==> src/rtl/mem_stage.sv <==
// mem_stage: memory-access stage of the 16-bit static pipeline.
// Non-memory instructions pass straight to WB in one cycle. LOAD and STORE
// (with mem_wena set) are issued to the data memory through a req/ready
// handshake, and the stage stalls upstream until the access completes.
//
// Handshake: dmem_req rises on the edge that samples a memory op and stays
// high until an exec edge samples dmem_ready=1. That edge completes the
// access and drops dmem_req. dmem_ready is ignored outside WAIT and while
// cpu_state=0.
module mem_stage #(
  parameter int ADDR_W = 8
) (
  input  logic              clk,
  input  logic              reset,
  input  logic              cpu_state,
  input  logic [15:0]       mem_instr,
  input  logic [15:0]       mem_alu_result,
  input  logic [15:0]       mem_store_data,
  input  logic              mem_wena,
  input  logic              zf_in,
  input  logic              nf_in,
  input  logic              cf_in,
  output logic              dmem_req,
  output logic              dmem_we,
  output logic [ADDR_W-1:0] dmem_addr,
  output logic [15:0]       dmem_wdata,
  input  logic [15:0]       dmem_rdata,
  input  logic              dmem_ready,
  output logic              mem_stall,
  output logic [15:0]       wb_instr,
  output logic [15:0]       wb_result,
  output logic              wb_reg_we,
  output logic              wb_zf,
  output logic              wb_nf,
  output logic              wb_cf
);

  localparam logic [3:0]  OP_ADD   = 4'b0010;
  localparam logic [3:0]  OP_LOAD  = 4'b1101;
  localparam logic [3:0]  OP_STORE = 4'b1110;
  localparam logic [15:0] NOP      = 16'h0000;

  typedef enum logic {RUN = 1'b0, WAIT = 1'b1} state_t;

  state_t state;
  state_t state_nxt;

  logic [3:0]  opcode;
  logic        is_load;
  logic        is_store;
  logic        is_mem;

  // Instruction, flags and store data of the access in flight
  logic [15:0] hold_instr;
  logic [15:0] hold_data;
  logic        hold_zf;
  logic        hold_nf;
  logic        hold_cf;

  assign opcode   = mem_instr[15:12];
  assign is_load  = (opcode == OP_LOAD);
  assign is_store = (opcode == OP_STORE) && mem_wena;
  assign is_mem   = is_load || is_store;

  // The stall is the externally visible FSM state (high exactly in WAIT)
  assign mem_stall = (state == WAIT);

  // State register; frozen while the CPU is idle
  always_ff @(posedge clk or posedge reset) begin
    if (reset) begin
      state <= RUN;
    end else if (cpu_state) begin
      state <= state_nxt;
    end
  end

  // Next state: enter WAIT on an issued access, leave it on ready
  always_comb begin
    state_nxt = state;
    case (state)
      RUN:     if (is_mem) state_nxt = WAIT;
      WAIT:    if (dmem_ready) state_nxt = RUN;
      default: state_nxt = RUN;
    endcase
  end

  // Memory request, hold registers and WB outputs
  always_ff @(posedge clk or posedge reset) begin
    if (reset) begin
      dmem_req   <= 1'b0;
      dmem_we    <= 1'b0;
      dmem_addr  <= '0;
      dmem_wdata <= '0;
      wb_instr   <= NOP;
      wb_result  <= '0;
      wb_reg_we  <= 1'b0;
      wb_zf      <= 1'b0;
      wb_nf      <= 1'b0;
      wb_cf      <= 1'b0;
      hold_instr <= NOP;
      hold_data  <= '0;
      hold_zf    <= 1'b0;
      hold_nf    <= 1'b0;
      hold_cf    <= 1'b0;
    end else if (cpu_state) begin
      if (state == RUN) begin
        if (is_mem) begin
          // Issue the access and send a bubble down while it is outstanding
          hold_instr <= mem_instr;
          hold_data  <= mem_store_data;
          hold_zf    <= zf_in;
          hold_nf    <= nf_in;
          hold_cf    <= cf_in;
          dmem_req   <= 1'b1;
          dmem_we    <= is_store;
          dmem_addr  <= mem_instr[ADDR_W-1:0];
          if (is_store) dmem_wdata <= mem_store_data;
          wb_instr   <= NOP;
          wb_reg_we  <= 1'b0;
          wb_zf      <= 1'b0;
          wb_nf      <= 1'b0;
          wb_cf      <= 1'b0;
        end else begin
          // Pass-through, including STORE without mem_wena and unknown opcodes
          wb_instr  <= mem_instr;
          wb_result <= mem_alu_result;
          wb_reg_we <= (opcode == OP_ADD);
          wb_zf     <= zf_in;
          wb_nf     <= nf_in;
          wb_cf     <= cf_in;
        end
      end else if (dmem_ready) begin
        // Complete the access and retire the held instruction
        dmem_req <= 1'b0;
        dmem_we  <= 1'b0;
        wb_instr <= hold_instr;
        wb_zf    <= hold_zf;
        wb_nf    <= hold_nf;
        wb_cf    <= hold_cf;
        if (hold_instr[15:12] == OP_LOAD) begin
          wb_result <= dmem_rdata;
          wb_reg_we <= 1'b1;
        end else begin
          wb_result <= hold_data;
          wb_reg_we <= 1'b0;
        end
      end
    end
  end

endmodule

==> config.mk <==
export PLATFORM = sky130hd
export DESIGN_NAME = mem_stage
export DESIGN_NICKNAME = d
export VERILOG_FILES = /design/src/rtl/mem_stage.sv
export SDC_FILE = /design/constraint.sdc
export NUM_CORES = 1
export LEC_CHECK = 0
export ABC_AREA = 1
export ABC_CLOCK_PERIOD_IN_PS = 2900
export BUFFER_PORTS_ARGS = -buffer_cell sky130_fd_sc_hd__buf_4
export CORE_MARGIN = 3
export CORE_UTILIZATION = 25
export CTS_CLUSTER_SIZE = 8
export DETAILED_ROUTE_END_ITERATION = 7
export GPL_TIMING_DRIVEN = 0
export PLACE_DENSITY = 0.57
export SYNTH_ARGS = -nofsm -noshare
export SYNTH_HDL_FRONTEND = slang
export SYNTH_SLANG_ARGS = --single-unit
==> constraint.sdc <==
create_clock -name clk -period 2.9 [get_ports clk]
set_clock_uncertainty 0.2 [all_clocks]
set_input_delay 0 -clock clk [delete_from_list [all_inputs] [get_ports clk]]
set_output_delay 0 -clock clk [all_outputs]
set_load 0.1 [all_outputs]
==> results of run 1 <==
-- metal layers --
metal	GRT usage, %	share of wire [%]	up-vias
met5	0	0	-
met4	7.39	2.9	0
met3	2.57	4.2	26
met2	24.3	48	106
met1	21.0	45	1959
li1	-	-	2132
-- final timing paths --
check                      slack [ns]              to            from  cells after the start
max reg2reg                      0.46    wb_result[6]  hold_instr[13]                      8
min reg2reg                      0.28         hold_zf         hold_zf                      2
max in group asynchronous        1.78   wb_result[11]           reset                      4
min                              0.03  hold_instr[12]       cpu_state                      6
max                              0.46    wb_result[6]  hold_instr[13]                      8
min in group asynchronous        0.08    wb_instr[14]           reset                      3
-- registers in the layout, summed over array words and instances, names as in the netlist --
| name | cells |
|---|---|
| dmem_wdata | 16 |
| hold_data | 16 |
| wb_instr | 16 |
| wb_result | 16 |
| hold_instr | 9 |
| dmem_addr | 7 |
| dmem_req | 1 |
| dmem_we | 1 |
| hold_cf | 1 |
| hold_nf | 1 |
| hold_zf | 1 |
| mem_stall | 1 |
| wb_cf | 1 |
| wb_nf | 1 |
| wb_reg_we | 1 |
| wb_zf | 1 |
-- cell type report --
cell class	count	area (µm²)	share of cell area, %
Timing Repair Buffer	210	1780	26.8
Clock inverter	5	83.8	1.26
Clock buffer	11	253	3.80
Tap cell	220	275	4.13
Buffer	37	208	3.12
Inverter	58	220	3.31
Sequential cell	90	2250	33.8
Multi-Input combinational cell	349	1580	23.8
-- cell families after synthesis --
kind of cell | after synthesis | synth area share (%)
flops | 90 | 52.9
simple gates | 274 | 28.0
buf+inv | 95 | 9.99
compound gates | 75 | 9.10
-- cell usage in the layout, fill, tap and decap left out, drive strengths merged --
| cell | count |
|---|---|
| dfrtp | 90 |
| nand4 | 19 |
| bufinv | 2 |
| o21ai | 37 |
| nand2 | 180 |
| dlygate4sd3 | 75 |
| a31oi | 1 |
| clkbuf | 24 |
| nand3 | 50 |
| inv | 58 |
| a21oi | 37 |
| clkinv | 1 |
| buf | 159 |
| nor2 | 25 |
| clkinvlp | 2 |
-- what timing repair did --
| item | 4_1_cts | 5_1_grt |
|---|---|---|
| setup buffers | 0 | 0 |
| endpoints found under the hold margin | 168 | 0 |
| hold buffers | 75 | 0 |
-- power breakdown --
part	switching, W	internal [W]
clock	0.000520	0.000806
combinational	0.00190	0.000643
sequential	0.000170	0.00153
-- worst register-to-register path, delay by kind of cell, from the launching register on --
kind	cells	cell delay [ns]
buffers and inverters	2	0.96
and+or+nand+nor	6	0.77
DFF	1	0.40
-- stage by stage --
| step | setup WS (ns) | TNS, ns |
|---|---|---|
| detailed placement | 0.796 | 0 |
| global route | 0.283 | 0 |
| global placement | -0.971 | -86.33 |
| floorplan | 0.365 | 0 |
| CTS | 0.498 | 0 |
| finish | 0.459 | 0 |
==> metrics, run 1 <==
core occupancy in the finished layout 40.0%; most common cell in the netlist nand2_1; synthesized area 0.00426 mm²; Clock Pin Slew Worst Setup and Hold Paths 0.07 ns; via count of the first global-routing pass 4316; die area 0.0186 mm²; Crit Path Class reg -> reg; PwrDens 836 mW/mm²; Routed Antenna Nets 0; Tot Pwr 0.00557 W; RSZ-0062 raised after global routing false; critical path endpoint category register; Synth area leader dfrtp_1; drt via density 4.31; Distinct cells, synth 22; Seq/Total Area, Yosys 52.9%; total clock sinks 90; pin count of the biggest net entering global routing 49; share of cells above drive strength 1 24.9%; Initial Util 25.6%; Num CTS Buffers 9; Worst Path Max Fanout 10; max_cap viols 0; crit path launch type register; Initial DRC Count 277; CTS resizes 0; Die X 137 µm; first-pass GRT wire length 22.5 mm; H-tree Lvls 3; Boundary Pins 135; final hold violation count 0; CTS tree yes; main flop type after synthesis dfrtp_1; grt total ovfl 0; Crit path max-delay family buffers and inverters; worst slew pin tran 0.576 ns; peak supply drop 0.321 mV; minimum clock period 2.44 ns; final-report setup violation count 0; area fraction of the dominant cell type after synthesis 52.9%; # port buffers 134; Data arrival, critical path 2.48 ns; crit share post-route 84.2%; initial antenna violation count 0; fillers 1681; EDFF count, synth 0; clock tree buffer depth 2; Total GRT Usage 15.5%; NumNets Final 827; Via Count 4223; Critical Path RT 2.94 ns; P_leak 3.49 nW; Buf+Inv Stages, Crit Path 2; Clock Latency Late Sink 0.35 ns; relative slew slack 61.6%; Placeable Area 0.0166 mm²; Synth Net Count 606; Critical Path Slowest Stage Cell dlygate4sd3_1; Async SR Flop Fraction 100%; FP Rows 47; outcome complete, no violations; Synth Area per Inst 7.98 µm²; worst-path cell chain nor2_2, clkbuf_1, nand3_1, nand3_1, nand2_1, dlygate4sd3_1, nand2_1, nand2_1; Residual DRC 0; CTS root buf clkbuf_16; die height 137 µm; Placed Area 0.00557 mm²; Yosys warnings 0; final max-slew violation count 0; fin area 0.00666 mm²; final cell count without fillers 980; synthesized instance count 534; worst hold slack 0.0260 ns; final RePlAce weighted congestion 0.821; total inserted antenna cells 0; most used cell, CP nand2_1; drt total wl 14.3 mm; Post-DP HPWL 9.87 mm; Max Freq 0.410 GHz; Seq cells post-synth 90; Hold Path Class in -> reg; Post-Place Cells 889; most frequent cells after synthesis nand2_1, dfrtp_1, inv_1; largest cells by area after synthesis dfrtp_1, nand2_1, nand3_1, inv_1, a21oi_1; per-cell routed wire length 14.6 µm; largest stage delay on the critical path 0.57 ns; drt pass-1 iters 4; Area Overhead vs Synth 56.3%
Power figures use the tool's default switching activity.
==> run 2, diff against run 1 <==
--- a/config.mk
+++ b/config.mk
@@ -6,7 +6,7 @@
 export NUM_CORES = 1
 export LEC_CHECK = 0
 export ABC_AREA = 1
-export ABC_CLOCK_PERIOD_IN_PS = 2900
+export ABC_CLOCK_PERIOD_IN_PS = 2500
 export BUFFER_PORTS_ARGS = -buffer_cell sky130_fd_sc_hd__buf_4
 export CORE_MARGIN = 3
 export CORE_UTILIZATION = 25
==> constraint.sdc (replaced) <==
create_clock -name clk -period 2.5 [get_ports clk]
set_clock_uncertainty 0.2 [all_clocks]
set_input_delay 0 -clock clk [delete_from_list [all_inputs] [get_ports clk]]
set_output_delay 0 -clock clk [all_outputs]
set_load 0.1 [all_outputs]
==> metrics, run 2 (same netlist as run 1, synthesis figures left out) <==
Residual DRC 0 (unchanged); drt via density 4.39 (+1.9%); Num CTS Buffers 9 (unchanged); RSZ-0062 raised after global routing false; final hold violation count 0 (unchanged); first-pass GRT wire length 22.1 mm (-1.6%); CTS root buf clkbuf_16; Critical Path RT 2.53 ns (-0.41 ns); final max-slew violation count 0 (unchanged); crit path launch type register; via count of the first global-routing pass 4278 (-0.88%); Post-DP HPWL 10.1 mm (+2.3%); Boundary Pins 135 (unchanged); minimum clock period 2.42 ns (-0.0226 ns); most used cell, CP nand2_1; clock tree buffer depth 2 (unchanged); drt total wl 14.2 mm (-0.96%); H-tree Lvls 3 (unchanged); die area 0.0186 mm² (unchanged); crit path launch hold_instr[13]; Total GRT Usage 15.4% (-0.13 points); grt total ovfl 0 (unchanged); Clock Pin Slew Worst Setup and Hold Paths 0.07 ns (about the same); Max Freq 0.414 GHz (+0.93%); per-cell routed wire length 14.5 µm (-1.1%); outcome complete, no violations; worst slew pin tran 0.589 ns (+0.0126 ns); worst r2r dst wb_result[8]; Die X 137 µm (unchanged); Initial Util 25.6% (unchanged); crit path to wb_result[8]; Worst Min Path Start cpu_state; total inserted antenna cells 0 (unchanged); Area Overhead vs Synth 56.0%; peak supply drop 0.384 mV (+19%); Via Count 4308 (+2.0%); R2R setup slack 0.08 ns (-0.38 ns); Post-CTS Setup Inserts 0 (unchanged); Hold Path Class in -> reg; r2r worst-path depth 8 (unchanged); drt pass-1 iters 5 (+1); Routed Antenna Nets 0 (unchanged); Critical Path Slowest Stage Cell dlygate4sd3_1; setup TNS 0 ns (unchanged); Clock Latency Late Sink 0.35 ns (about the same); share of cells above drive strength 1 25.4% (+0.49 points); relative slew slack 60.7% (-0.84 points); initial antenna violation count 0 (unchanged); fillers 1672 (-0.54%); Initial DRC Count 261 (-5.8%); largest stage delay on the critical path 0.57 ns (about the same); crit share post-route 96.7% (+13 points); NumNets Final 828 (+0.12%); most frequent cells in the layout nand2_1, buf_4, dfrtp_1; Placeable Area 0.0166 mm² (unchanged); # port buffers 134 (unchanged); P_leak 3.48 nW (-0.26%); final RePlAce weighted congestion 0.856 (+4.2%); Tot Pwr 0.00633 W (+14%); most common cell after layout, fill and taps aside nand2_1; Crit Path Class reg -> reg; FP Rows 47 (unchanged); critical path endpoint category register; total clock sinks 90 (unchanged); final-report setup violation count 0 (unchanged); PwrDens 952 mW/mm² (+14%); Data arrival, critical path 2.45 ns (-0.03 ns); CTS tree yes; worst-path cell chain nor2_2, clkbuf_2, nand3_1, nand3_1, nand2_1, dlygate4sd3_1, nand2_1, nand2_1; Worst Path Max Fanout 10 (unchanged); die height 137 µm (unchanged); max_cap viols 0 (unchanged); worst hold slack 0.0285 ns (+0.00246 ns); worst r2r src hold_instr[13]; pin count of the biggest net entering global routing 40 (-18%)
==> run 2: cell type report <==
| class | instances | area [µm²] | area share [%] |
|---|---|---|---|
| inverters | 58 | 225 | 3.39 |
| clock buffers | 9 | 225 | 3.39 |
| plain buffers | 37 | 209 | 3.14 |
| repair buffers | 211 | 1800 | 27.0 |
| multi-input cells | 349 | 1590 | 23.9 |
| flip-flops and latches | 90 | 2250 | 33.9 |
| clock inverters | 7 | 77.6 | 1.17 |
| well taps | 220 | 275 | 4.14 |
==> run 2: worst min path at each step <==
stage	cells past startpoint	to
after detailed placement	2	wb_instr[10]
after global placement	2	hold_instr[12]
final	6	hold_data[14]
after global routing	6	hold_instr[12]
after floorplan	1	hold_instr[12]
after CTS	6	hold_data[15]
==> run 2: timing repair <==
item | in CTS | in global routing
endpoints found under the setup margin | 0 | 10
hold buffers | 75 | 0
gates resized for setup | 0 | 4
endpoints found under the hold margin | 175 | 0
==> run 2: worst max-delay path, delay by kind of cell (launching register included) <==
| family | cells | cell delay, ns |
|---|---|---|
| and+or+nand+nor | 6 | 0.80 |
| buffers and inverters | 2 | 0.88 |
| DFF | 1 | 0.41 |
==> run 2: where the power goes <==
group | total (W) | internal [W] | leakage, nW | switching [W]
Sequential | 0.00197 | 0.00177 | 1.12 | 0.000201
Combinational | 0.00295 | 0.000751 | 2.22 | 0.00220
Clock | 0.00140 | 0.000784 | 0.146 | 0.000618
==> run 2: stage by stage <==
step,worst slack [ns],utilization [%],instance area (µm²),cells
after detailed placement,0.436,33.6,5590,890
final,0.0821,39.9,6650,981
after global placement,0.480,33.3,5550,888
after floorplan,0.335,-,4260,534
after global routing,0.00465,39.9,6650,981
after CTS,0.0585,39.9,6640,981
==> run 2: per-layer routing <==
metal | global-route usage, % | vias to the layer above | part of all wire, %
met5 | 0 | - | 0
met1 | 20.1 | 2028 | 45
li1 | - | 2140 | -
met4 | 6.83 | 0 | 3.1
met3 | 2.98 | 27 | 4.1
met2 | 24.9 | 113 | 48
